<file path="config.mk">
export PLATFORM = sky130hd
export DESIGN_NAME = lif_synapse_driver
export DESIGN_NICKNAME = d
export VERILOG_FILES = /design/src/rtl/lif_synapse_driver.sv
export SDC_FILE = /design/constraint.sdc
export NUM_CORES = 1
export LEC_CHECK = 0
export BUFFER_PORTS_ARGS = -buffer_cell sky130_fd_sc_hd__buf_2
export CAP_MARGIN = 20
export CORE_MARGIN = 1
export CORE_UTILIZATION = 45
export DETAILED_ROUTE_END_ITERATION = 10
export PLACE_DENSITY = 0.65
export SLEW_MARGIN = 20
export SYNTH_ARGS = -nofsm -noshare
export SYNTH_HDL_FRONTEND = slang
export SYNTH_SLANG_ARGS = --single-unit
export TNS_END_PERCENT = 1
</file>
<file path="constraint.sdc">
create_clock -name clk -period 10.1 [get_ports clk]
set_input_delay 1.515 -clock clk [delete_from_list [all_inputs] [get_ports clk]]
set_output_delay 1.515 -clock clk [all_outputs]
set_load 0.05 [all_outputs]
</file>
<file path="src/rtl/lif_synapse_driver.sv">
`timescale 1ns/1ps
// -----------------------------------------------------------------------------
// lif_synapse_driver
//
// Upstream driver for a LIF neuron's 8-bit input current. Weighted presynaptic
// events are accepted over a valid/ready handshake into a small FIFO. One event
// per cycle is popped (unless hold is high) and integrated into a saturating
// unsigned current. A free-running timer applies an exponential decay of
// current >> DECAY_SHIFT every DECAY_PERIOD cycles. A spike fed back from the
// neuron zeroes the current and opens a refractory window in which popped
// events are discarded.
//
// Ports:
//   clk         clock
//   reset       asynchronous, active-high reset
//   ev_valid    event offered
//   ev_ready    event accepted on ev_valid && ev_ready at a rising edge
//   ev_weight   signed two's-complement event weight
//   hold        stalls FIFO pops; decay keeps running
//   spike_fb    neuron spike feedback, single-cycle pulse
//   current     unsigned synaptic current (registered)
//   fifo_level  number of queued events (from registered pointers)
//   refractory  high while in the refractory state (registered)
// -----------------------------------------------------------------------------
module lif_synapse_driver #(
    parameter int FIFO_DEPTH     = 4,
    parameter int DECAY_PERIOD   = 16,
    parameter int DECAY_SHIFT    = 3,
    parameter int REFRACT_CYCLES = 8
) (
    input  logic                          clk,
    input  logic                          reset,
    input  logic                          ev_valid,
    output logic                          ev_ready,
    input  logic [7:0]                    ev_weight,
    input  logic                          hold,
    input  logic                          spike_fb,
    output logic [7:0]                    current,
    output logic [$clog2(FIFO_DEPTH):0]   fifo_level,
    output logic                          refractory
);

    localparam int AW = $clog2(FIFO_DEPTH);
    localparam int PW = AW + 1;
    localparam int TW = $clog2(DECAY_PERIOD);
    localparam int CW = (REFRACT_CYCLES > 1) ? $clog2(REFRACT_CYCLES) : 1;

    localparam logic [PW-1:0] LEVEL_FULL = PW'(FIFO_DEPTH);
    localparam logic [TW-1:0] TIMER_LAST = TW'(DECAY_PERIOD - 1);
    localparam logic [CW-1:0] CNT_RELOAD = CW'(REFRACT_CYCLES - 1);

    typedef enum logic {
        ST_RUN     = 1'b0,
        ST_REFRACT = 1'b1
    } state_e;

    // Clamp a signed intermediate into the unsigned 8-bit current range.
    function automatic logic [7:0] clamp_u8(input logic signed [9:0] v);
        logic [7:0] r;
        if (v < 10'sd0) begin
            r = 8'd0;
        end else if (v > 10'sd255) begin
            r = 8'd255;
        end else begin
            r = v[7:0];
        end
        return r;
    endfunction

    // FIFO storage and pointers (extra MSB distinguishes full from empty)
    logic [7:0]     mem_q [FIFO_DEPTH];
    logic [PW-1:0]  wr_ptr_q;
    logic [PW-1:0]  rd_ptr_q;
    logic [PW-1:0]  level_s;
    logic           full_s;
    logic           empty_s;
    logic           push_s;
    logic           pop_s;
    logic [7:0]     head_s;

    // Decay timer
    logic [TW-1:0]  timer_q;
    logic           tick_s;

    // Integrator / refractory state
    state_e         state_q;
    logic [CW-1:0]  cnt_q;
    logic [7:0]     current_q;
    logic           refractory_q;
    logic [7:0]     current_d;

    logic signed [9:0] cur_ext_s;
    logic signed [9:0] decay_s;
    logic signed [9:0] add_s;
    logic signed [9:0] sum_s;

    assign level_s    = wr_ptr_q - rd_ptr_q;
    assign full_s     = (level_s == LEVEL_FULL);
    assign empty_s    = (level_s == {PW{1'b0}});
    assign ev_ready   = !full_s && !reset;
    // Push is gated by full alone: a same-cycle pop does not make room.
    assign push_s     = ev_valid && ev_ready;
    assign pop_s      = !empty_s && !hold;
    assign head_s     = mem_q[rd_ptr_q[AW-1:0]];
    assign tick_s     = (timer_q == TIMER_LAST);

    assign current    = current_q;
    assign refractory = refractory_q;
    assign fifo_level = level_s;

    // FIFO data write (storage needs no reset; pointers define validity)
    always_ff @(posedge clk) begin
        if (push_s) begin
            mem_q[wr_ptr_q[AW-1:0]] <= ev_weight;
        end
    end

    // FIFO pointer update
    always_ff @(posedge clk or posedge reset) begin
        if (reset) begin
            wr_ptr_q <= {PW{1'b0}};
            rd_ptr_q <= {PW{1'b0}};
        end else begin
            if (push_s) begin
                wr_ptr_q <= wr_ptr_q + PW'(1);
            end
            if (pop_s) begin
                rd_ptr_q <= rd_ptr_q + PW'(1);
            end
        end
    end

    // Free-running decay timer, active in every state
    always_ff @(posedge clk or posedge reset) begin
        if (reset) begin
            timer_q <= {TW{1'b0}};
        end else if (tick_s) begin
            timer_q <= {TW{1'b0}};
        end else begin
            timer_q <= timer_q + TW'(1);
        end
    end

    // Next integrated current: decay uses the pre-update value, then the
    // popped weight is added, all in a signed 10-bit range before clamping.
    always_comb begin
        cur_ext_s = $signed({2'b00, current_q});
        if (tick_s) begin
            decay_s = cur_ext_s >>> DECAY_SHIFT;
        end else begin
            decay_s = 10'sd0;
        end
        if (pop_s) begin
            add_s = $signed({{2{head_s[7]}}, head_s});
        end else begin
            add_s = 10'sd0;
        end
        sum_s     = cur_ext_s - decay_s + add_s;
        current_d = clamp_u8(sum_s);
    end

    // RUN/REFRACT state machine with registered current and refractory flag.
    // spike_fb wins over decay and event add; events popped while the spike
    // is taken or during REFRACT are simply dropped.
    always_ff @(posedge clk or posedge reset) begin
        if (reset) begin
            state_q      <= ST_RUN;
            cnt_q        <= {CW{1'b0}};
            current_q    <= 8'd0;
            refractory_q <= 1'b0;
        end else begin
            case (state_q)
                ST_RUN: begin
                    if (spike_fb) begin
                        current_q    <= 8'd0;
                        cnt_q        <= CNT_RELOAD;
                        state_q      <= ST_REFRACT;
                        refractory_q <= 1'b1;
                    end else begin
                        current_q    <= current_d;
                    end
                end
                ST_REFRACT: begin
                    current_q <= 8'd0;
                    if (spike_fb) begin
                        cnt_q <= CNT_RELOAD;
                    end else if (cnt_q == {CW{1'b0}}) begin
                        state_q      <= ST_RUN;
                        refractory_q <= 1'b0;
                    end else begin
                        cnt_q <= cnt_q - CW'(1);
                    end
                end
                default: begin
                    state_q      <= ST_RUN;
                    cnt_q        <= {CW{1'b0}};
                    current_q    <= 8'd0;
                    refractory_q <= 1'b0;
                end
            endcase
        end
    end

endmodule

</file>
# Word level (Yosys, flattened, before mapping)
# Memories as Yosys holds them, arrays and structs flattened.
# Cells that the tools add are included.
[totals] register_bits=23 latchBits=0 ram_bits=32 romBits=0 inputBits=13 mem_count=1
[memory_table] memory="mem_q" words=4 width=8 rd=1 rd_ports_with_merged_regs=0 write_ports=1 line_no="71" text="logic [7:0] mem_q [FIFO_DEPTH];"
[classes] add_sub_neg=7 n_mul=0 n_div=0 order_cmp=2 n_eq_ne=6 shift=0 n_mux=21 bitwise=1 n_reduce_logical=11
[ops] op="8-bit 2-to-1 mux" count=3
[ops] op="8-bit one-hot mux with 2 select lines" count=1
[ops] op="10-bit adder" count=1
[ops] op="10-bit by 9-bit greater-than comparator with 1-bit output, second input constant" count=1
[ops] op="10-bit by 1-bit < comparator with 1-bit output, second input constant" count=1
[ops] op="10-bit 2-to-1 mux" count=1
[ops] op="9-bit by 10-bit subtractor with 10-bit output" count=1
[ops] op="3-bit 2-to-1 mux" count=3
[ops] op="1-bit 2-to-1 mux" count=8
[ops] op="3-bit by 1-bit adder with 3-bit output, second input constant" count=2
[ops] op="3-bit zero test" count=2
[ops] op="3-bit one-hot mux with 2 select lines" count=1
[ops] op="5-bit 2-to-1 mux" count=1
[ops] op="4-bit by 1-bit adder with 4-bit output, second input constant" count=1
[ops] op="4-bit equality test, second input constant" count=1
[ops] op="1-bit zero test" count=4
[ops] op="4-bit 2-to-1 mux" count=1
[ops] op="2-bit inequality test, second input constant" count=2
[ops] op="1-bit one-hot mux with 2 select lines" count=2
[ops] op="3-bit equality test, second input constant" count=1
[ops] op="1-bit logical AND" count=3
[ops] op="3-bit inequality test, second input constant" count=1
[ops] op="3-bit AND reduction" count=1
[ops] op="3-bit by 1-bit subtractor with 3-bit output, second input constant" count=1
[ops] op="4 further kinds" count=4

# Logic depth before layout (Yosys ltp)
# Gate-level depths: netlist of the first run.
[logic_depth] ltp_word=11 ltp_mapped=17

# Worst setup path after synthesis of the first run
# No wires, ideal clock.
[synth_path] path_type="register to register" startpoint="register wr_ptr_q[0]" endpoint="register current_q[7], in the netlist current[7]" setup_ns=0.124 arrival_ns=3.847 slack_ns=6.130 path_stages_with_launch=16 period_less_slack_ns=3.970 cell_sequence="dfrtp_1 inv_1 ha_1 fa_1 inv_1 nor3_2 nor2_1 buf_6 and2_1 fa_1 fa_1 a21oi_1 o22ai_1 nand4_1 nand4_2 o31a_1"
[synth_via] elab_chain_len=11
[synth_lines] item="start: declaration" line_no="72" text="logic [PW-1:0] wr_ptr_q;"
[synth_lines] item="start signal: assignment" line_no="121" text="wr_ptr_q <= {PW{1'b0}};"
[synth_lines] item="start signal: assignment" line_no="125" text="wr_ptr_q <= wr_ptr_q + PW'(1);"
[synth_lines] item="3-bit subtractor (*)" line_no="97" text="assign level_s = wr_ptr_q - rd_ptr_q;"
[synth_lines] item="net fifo_level[1]" line_no="39" text="output logic [$clog2(FIFO_DEPTH):0] fifo_level,"
[synth_lines] item="3-bit zero test (*)" line_no="99" text="assign empty_s = (level_s == {PW{1'b0}});"
[synth_lines] item="1-bit zero test (*)" line_no="103" text="assign pop_s = !empty_s && !hold;"
[synth_lines] item="1-bit logical AND (*)" line_no="103"
[synth_lines] item="10-bit 2-to-1 mux (*)" line_no="153" text="if (pop_s) begin"
[synth_lines] item="10-bit adder (*)" line_no="158" text="sum_s = cur_ext_s - decay_s + add_s;"
[synth_lines] item="10-bit by 9-bit greater-than comparator with 1-bit output" line_no="62" text="end else if (v > 10'sd255) begin"
[synth_lines] item="8-bit 2-to-1 mux" line_no="62"
[synth_lines] item="8-bit 2-to-1 mux (*)" line_no="60" text="if (v < 10'sd0) begin"
[synth_lines] item="8-bit 2-to-1 mux (*)" line_no="174" text="if (spike_fb) begin"
[synth_lines] item="8-bit one-hot mux with 2 select lines (*)" line_no="172" text="case (state_q)"
[synth_lines] item="end signal: assignment" line_no="180" text="current_q <= current_d;"
[synth_lines] item="end: declaration" line_no="88" text="logic [7:0] current_q;"
# Mark *: on every way through the listed nets, which the timed path passes. The rest lies on a longest branch.
# A chain may end at the register's enable or synchronous reset.

# Worst setup path in the final report of the first run
[layout_path] startpoint="register rd_ptr_q[0]" endpoint="register current_q[7], in the netlist current[7]"
[layout_via] elab_chain_len=11
[layout_lines] item="start: declaration" line_no="73" text="logic [PW-1:0] rd_ptr_q;"
[layout_lines] item="start signal: assignment" line_no="122" text="rd_ptr_q <= {PW{1'b0}};"
[layout_lines] item="start signal: assignment" line_no="128" text="rd_ptr_q <= rd_ptr_q + PW'(1);"
[layout_lines] item="3-bit subtractor" line_no="97"
[layout_lines] item="3-bit zero test" line_no="99"
[layout_lines] item="1-bit zero test" line_no="103"
[layout_lines] item="1-bit logical AND" line_no="103"
[layout_lines] item="10-bit 2-to-1 mux (*)" line_no="153"
[layout_lines] item="10-bit adder (*)" line_no="158"
[layout_lines] item="10-bit by 9-bit greater-than comparator with 1-bit output" line_no="62"
[layout_lines] item="8-bit 2-to-1 mux" line_no="62"
[layout_lines] item="8-bit 2-to-1 mux (*)" line_no="60"
[layout_lines] item="8-bit 2-to-1 mux (*)" line_no="174"
[layout_lines] item="8-bit one-hot mux with 2 select lines (*)" line_no="172"
# Every way passes the cells marked *; elsewhere a longest branch is shown, timed or not.

==> metrics.md, run 1 <==
| Metric | Value |
|---|---|
| DPL Wire Length | `3.51 mm` |
| CTS tree | `built` |
| Post-synth EDFFs | `32` |
| Crit path max fanout | `12` |
| Largest family of logic cells by synthesized area | `adder cells` |
| ANT cells | `0` |
| Post-route DRC | `0` |
| Final wirelength | `4.75 mm` |
| Non-filler cells, final | `325` |
| Root Driver | `clkbuf_8` |
| Mapped cell area | `2900 sq um` |
| DRT Pass-1 Iters | `5` |
| Period utilisation layout | `44.1%` |
| RSZ-0062 raised after global routing | `no` |
| Crit path required time | `10.31 ns` |
| Core area | `6060 sq um` |
| Crit. End Element | `flip-flop` |
| Routed vias | `1625` |
| Detailed Route Iter0 Violations | `56` |
| Final worst slack | `5.64 ns` |
| Seq/Total Area, Yosys | `53.0%` |
| Fin Hold WS | `0.488 ns` |
| Reg-to-reg slack, setup | `5.64 ns` |
| Cts bufs inserted | `5` |
| Area delta synth->final | `10.0%` |
| Fin. Hold Viols | `0` |
| # rows | `28` |
| Simple-Gate Fraction of Synth Area | `8.89%` |
| Layout cell share with drive strength beyond 1 | `19.6%` |
| Worst-path clk slew | `0.11 ns` |
| Lkg Pwr | `1.38 nW` |
| Post-Place Cells | `317` |
| Gpl congestion | `0.822` |
| Die height | `82.3 um` |
| Max-Cap Viols | `0` |
| CP Capture Point | `current[7]` |
| Syn_nets | `261` |
| Worst Path Arrival | `4.67 ns` |
| Initial antenna violation count | `0` |
| Pwr dens | `315 nW/um^2` |
| Vias/cell | `5.00` |
| Worst Skew | `0.0104 ns` |
| CTS resizes | `0` |
| Setup TNS | `0 ns` |
| Max Clock Freq | `224 MHz` |
| Async set-or-reset flop fraction in the synthesized netlist | `41.8%` |
| Core Util, Final | `52.6%` |
| Actual slew at the worst max-slew pin | `0.902 ns` |
| Die footprint | `6770 sq um` |
| WL/cell | `14.6 um` |
| Synth Instances | `220` |
| Post-synthesis mux area share | `6.69%` |
| Library cells used by synthesis | `41` |
| Kind of critical path | `flip-flop to flip-flop` |
| Yosys Warn Count | `0` |
| Vias in the first global route | `1618` |
| Reg2reg end | `current[7]` |
| Pre-CTS setup slack | `5.58 ns` |
| Clk Latency, worst-skew pair | `0.31 ns` |
| Antenna-violating nets left | `0` |
| RR Startpoint | `rd_ptr_q[0]` |
| GRT Util Overall | `16.3%` |
| Largest net degree at the start of global routing | `24` |
| Die X | `82.3 um` |
| Slew Limit Fails | `0` |
| Worst setup SP type | `flip-flop` |
| Initial Utilization | `47.8%` |
| Clock sink total | `55` |
| Final Critical Period | `4.46 ns` |
| Overflow after GRT | `0` |
| Main synth FF type | `edfxtp_1` |
| H-tree depth | `2` |
| Synthesized flop and latch total | `55` |
| Worst slew margin | `39.8%` |
| Post-synthesis compound-gate area fraction | `8.46%` |
| Hold buffers post-CTS | `0` |
| Setup crit start | `rd_ptr_q[0]` |
| Final setup viols | `0` |
| First-pass GRT wire length | `7.91 mm` |
| Avg Cell Area, Syn | `13.2 sq um` |
| Worst Hold Class | `flip-flop to flip-flop` |
| Clock buffer depth | `2` |
| Post-Synth XOR/XNOR Area | `4.19%` |
| # IOs | `26` |
| Run status | `finished, final reports clean` |
| Adder-Cell Fraction of Synth Area | `13.9%` |
| IO buf count | `25` |
| Final nets | `290` |
| Post-CTS Setup Bufs | `0` |
| Max IR drop VDD | `0.000159 V` |
| Cells on worst reg2reg path | `13` |
-- report_power, final --
group | switching [mW] | leakage (nW) | total (mW) | internal (mW)
registers | 0.0310 | 0.577 | 0.302 | 0.271
clock network | 0.0766 | 0.0477 | 0.127 | 0.0504
logic | 0.344 | 0.752 | 0.576 | 0.232
-- worst min path at each step --
stage	from	endpoint	slack [ns]	cells after the start
2_1_floorplan	timer_q[3]	timer_q[3]	0.44	1
6_report	timer_q[3]	timer_q[3]	0.49	1
4_1_cts	timer_q[3]	timer_q[3]	0.49	1
3_5_place_dp	rd_ptr_q[2]	rd_ptr_q[2]	0.48	1
3_3_place_gp	rd_ptr_q[2]	rd_ptr_q[2]	0.47	1
5_1_grt	rd_ptr_q[2]	rd_ptr_q[2]	0.51	1
-- stage by stage --
| stage | total power, mW | instance area [sq um] |
|---|---|---|
| 2_1_floorplan | 0.788 | 2900 |
| 3_3_place_gp | 0.874 | 3100 |
| 3_5_place_dp | 0.885 | 3100 |
| 4_1_cts | 1.01 | 3190 |
| 5_1_grt | 1.09 | 3190 |
| 6_report | 1.00 | 3190 |
-- layer usage --
metal | wire [um] | vias to the layer above | share of wire (%) | global-route usage, %
met4 | 52 | 0 | 1.1 | 5.26
met2 | 2230 | 18 | 47 | 25.9
met3 | 113 | 4 | 2.4 | 3.63
met1 | 2360 | 780 | 50 | 22.2
li1 | - | 823 | - | -
met5 | 0 | - | 0 | 0
-- cell families after synthesis --
group,count (synthesis)
xor+xnor,12
simple gates,48
flops,55
buf+inv,35
compound gates,32
mux,10
fa+ha+maj,28
-- worst max-delay path, cell delays in order, from the launching register on --
cell,delay [ns]
dfrtp_1,0.73
ha_1,0.27
fa_1,0.46
inv_1,0.11
nor3_2,0.05
nor2_1,0.51
and2_1,0.24
fa_1,0.46
fa_1,0.47
a21oi_1,0.21
o22ai_1,0.14
nand4_1,0.13
nand4_2,0.21
o31a_1,0.35
-- cell usage in the layout (no fill, tap or decap), drive strengths merged --
cell type / n
and2: 6
nand2b: 4
a311oi: 1
or3: 1
a211o: 2
a21oi: 7
a21o: 1
o21a: 7
o2111ai: 1
nor3: 2
o211ai: 1
a31oi: 1
inv: 33
nand3: 3
ha: 21
nand4: 2
xnor2: 6
and4: 1
o22ai: 1
buf: 25
clkinv: 2
fa: 7
nand2: 13
nor2: 10
and3: 6
o31a: 1
mux4: 7
edfxtp: 32
mux2: 2
dfrtp: 23
xor3: 1
xor2: 5
o21bai: 1
clkbuf: 5
o21ai: 8
mux2i: 1
-- Yosys cell counts (all sizes together), types with 3 or more instances --
library cell | instances | area share (%)
nor2 | 10 | 1.3
nand2b | 4 | 0.86
xnor2 | 6 | 1.8
dfrtp | 23 | 20
a21oi | 7 | 1.2
and2 | 6 | 1.3
o21ai | 8 | 1.4
xor2 | 5 | 1.5
nand2 | 13 | 1.7
fa | 7 | 4.8
o21a | 7 | 1.8
edfxtp | 32 | 33
mux4 | 7 | 5.4
ha | 21 | 9.1
inv | 32 | 4.1
and3 | 6 | 1.5
nand3 | 3 | 0.52
-- cell type report --
cell class / instances / area [sq um]
Sequential cell: 55 / 1540
Clock inverter: 3 / 23.8
Inverter: 32 / 120
Timing Repair Buffer: 25 / 125
Tap cell: 75 / 93.8
Clock buffer: 5 / 68.8
Multi-Input combinational cell: 130 / 1220
Fill cell: 530 / 2870
-- registers in the layout (all words and copies together) (netlist names) --
register and count:
refractory 1, current 8, state_q 1, rd_ptr_q 3, timer_q 4, mem_q 32, cnt_q 3, wr_ptr_q 3
(Power assumes the default switching activity.)
==> inputs of run 2 (changes only) <==
- clock period: 10.1 -> 4.1 ns (I/O delays scaled with it)
==> run 2 against run 1 <==
Fmax rose by 18%. Register-to-register slack got worse by 5.3 ns. Highest routed layer unchanged. Critical path type unchanged. Count of clock-buffer cells in the layout did not move. Cell area rose by 1.3%. Via count rose by 0.86%. Critical path depth rose by 4. Sequential share of layout area fell by 0.62 points. Global-route usage fell by 0.48 points. Sequential cell count did not move. Die area did not move. Largest cell class unchanged.
==> metrics.md, run 2 (synthesis results as in run 1) <==
| Metric | Value |
|---|---|
| Vias/cell | `4.98` |
| Post-route DRC | `0` |
| Worst Path Arrival | `3.98 ns` |
| Crit path max-delay cell type | `fa_1` |
| Run status | `finished, final reports clean` |
| Cells on worst reg2reg path | `17` |
| Gpl congestion | `0.766` |
| Worst slew margin | `39.6%` |
| Most frequent cells in the layout | `inv_1 (32), edfxtp_1 (32), buf_2 (25)` |
| Kind of critical path | `flip-flop to flip-flop` |
| Max IR drop VDD | `0.000412 V` |
| Crit-path cells | `inv_1, ha_1, fa_1, xor3_2, nor3_2, nor2_1, buf_4, nand2_1, ha_1, inv_1, ha_1, fa_1, a21oi_2, o22ai_1, nand4_1, nand4_4, o31a_1` |
| Largest net degree at the start of global routing | `24` |
| Period utilisation layout | `92.1%` |
| Hold-critical path endpoint | `rd_ptr_q[2]` |
| # rows | `28` |
| Clock buffer depth | `2` |
| Die height | `82.3 um` |
| Actual slew at the worst max-slew pin | `0.905 ns` |
| Vias in the first global route | `1667` |
| Hold buffers post-CTS | `0` |
| Reg2reg end | `current[7]` |
| Biggest cell delay along the critical path | `0.42 ns` |
| Layout cell share with drive strength beyond 1 | `21.7%` |
| Worst Skew | `0.00610 ns` |
| Fin. Hold Viols | `0` |
| Storage element area | `1540 sq um` |
| RR Startpoint | `wr_ptr_q[0]` |
| Delay-heaviest family, CP | `adder cells` |
| CTS tree | `built` |
| Buf+Inv Stages, Crit Path | `3` |
| Cts bufs inserted | `5` |
| Fin Hold WS | `0.482 ns` |
| Worst setup SP type | `flip-flop` |
| Worst hold path startpoint | `rd_ptr_q[2]` |
| Initial Utilization | `47.8%` |
| RSZ-0062 raised after global routing | `no` |
| # IOs | `26` |
| Final Critical Period | `3.78 ns` |
| Post-route cell area | `3230 sq um` |
| Final nets | `294` |
| Clk Latency, worst-skew pair | `0.30 ns` |
| Worst hold path cell count | `1` |
| Slew Limit Fails | `0` |
| Number of flip-flops under the largest register name | `32` |
| Final setup viols | `0` |
| Area delta synth->final | `11.4%` |
| Routed vias | `1639` |
| Setup TNS | `0 ns` |
| DRT Pass-1 Iters | `4` |
| Area occupied by multi-input gates | `1230 sq um` |
| Crit. End Element | `flip-flop` |
| Reg-to-reg slack, setup | `0.32 ns` |
| Worst Hold Class | `flip-flop to flip-flop` |
| Crit path max fanout | `10` |
| Overflow after GRT | `0` |
| IO buf count | `25` |
| WL/cell | `14.0 um` |
| Die X | `82.3 um` |
| H-tree depth | `2` |
| Worst path most repeated cell | `ha_1` |
| Clock sink total | `55` |
| Detailed Route Iter0 Violations | `41` |
| GRT Util Overall | `15.8%` |
| Lkg Pwr | `1.40 nW` |
| Crit path required time | `4.30 ns` |
| Worst path depth | `17` |
| ANT cells | `0` |
| Max Clock Freq | `265 MHz` |
| Antenna-violating nets left | `0` |
| DP Area | `3120 sq um` |
| Die footprint | `6770 sq um` |
| DPL Wire Length | `3.53 mm` |
| First-pass GRT wire length | `7.75 mm` |
| Core area | `6060 sq um` |
| Fillers | `529` |
| Pwr dens | `776 nW/um^2` |
| Final wirelength | `4.62 mm` |
| Initial antenna violation count | `0` |
| Max-Cap Viols | `0` |
| Worst-path clk slew | `0.10 ns` |
| Root Driver | `clkbuf_8` |
## run 2: cell types whose count changed in the layout (fill, tap and decap cells not counted), sizes merged
| cell | previous run | this run |
|---|---|---|
| inv | 33 | 34 |
| buf | 25 | 29 |
| clkinv | 2 | 1 |
## run 2: per-layer routing
metal	track usage (%)	up-vias	routed length [um]
li1	-	829	-
met2	26.4	22	2250
met4	3.68	0	25
met1	20.8	786	2200
met5	0	-	0
met3	3.96	2	146
## run 2: worst max path at each step
stage / to / slack, ns / from
3_5_place_dp: current[7] / 0.26 / wr_ptr_q[0]
6_report: current[7] / 0.32 / wr_ptr_q[0]
2_1_floorplan: current[7] / 0.13 / wr_ptr_q[0]
3_3_place_gp: current[7] / 0.35 / wr_ptr_q[0]
5_1_grt: current[7] / 0.06 / wr_ptr_q[0]
4_1_cts: current[7] / 0.23 / wr_ptr_q[0]
## run 2: worst register-to-register path, cell delays in order (launching register included)
cell     delay [ns]
dfrtp_1        0.38
inv_1          0.10
ha_1           0.23
fa_1           0.39
xor3_2         0.28
nor3_2         0.05
nor2_1         0.10
buf_4          0.19
nand2_1        0.08
ha_1           0.28
inv_1          0.04
ha_1           0.19
fa_1           0.42
a21oi_2        0.18
o22ai_1        0.12
nand4_1        0.15
nand4_4        0.16
o31a_1         0.34
## run 2: stage by stage
stage               setup slack (ns)  power (mW)  std cells  util, %
finish                         0.322        2.51        329     53.3
global route                  0.0639        2.73        329     53.3
CTS                            0.231        2.51        328     53.0
global placement               0.350        2.19        320     51.5
detailed placement             0.258        2.20        320     51.5
floorplan                      0.130        1.94        220        -
## run 2: area by class of cell
class,instances,area share (%)
Timing Repair Buffer,29,4.80
Sequential cell,55,47.6
Clock buffer,5,2.13
Clock inverter,3,0.697
Inverter,32,3.72
Tap cell,75,2.90
Multi-Input combinational cell,130,38.2
## run 2: power breakdown
group	internal, mW	switching, mW	total, mW
Sequential	0.668	0.0326	0.700
Combinational	0.608	0.897	1.51
Clock	0.124	0.179	0.303
## run 2: repair_timing
item / CTS / global route
resized for setup: 0 / 2
buffers inserted: 0 / 1
endpoints found under the setup margin: 0 / 8
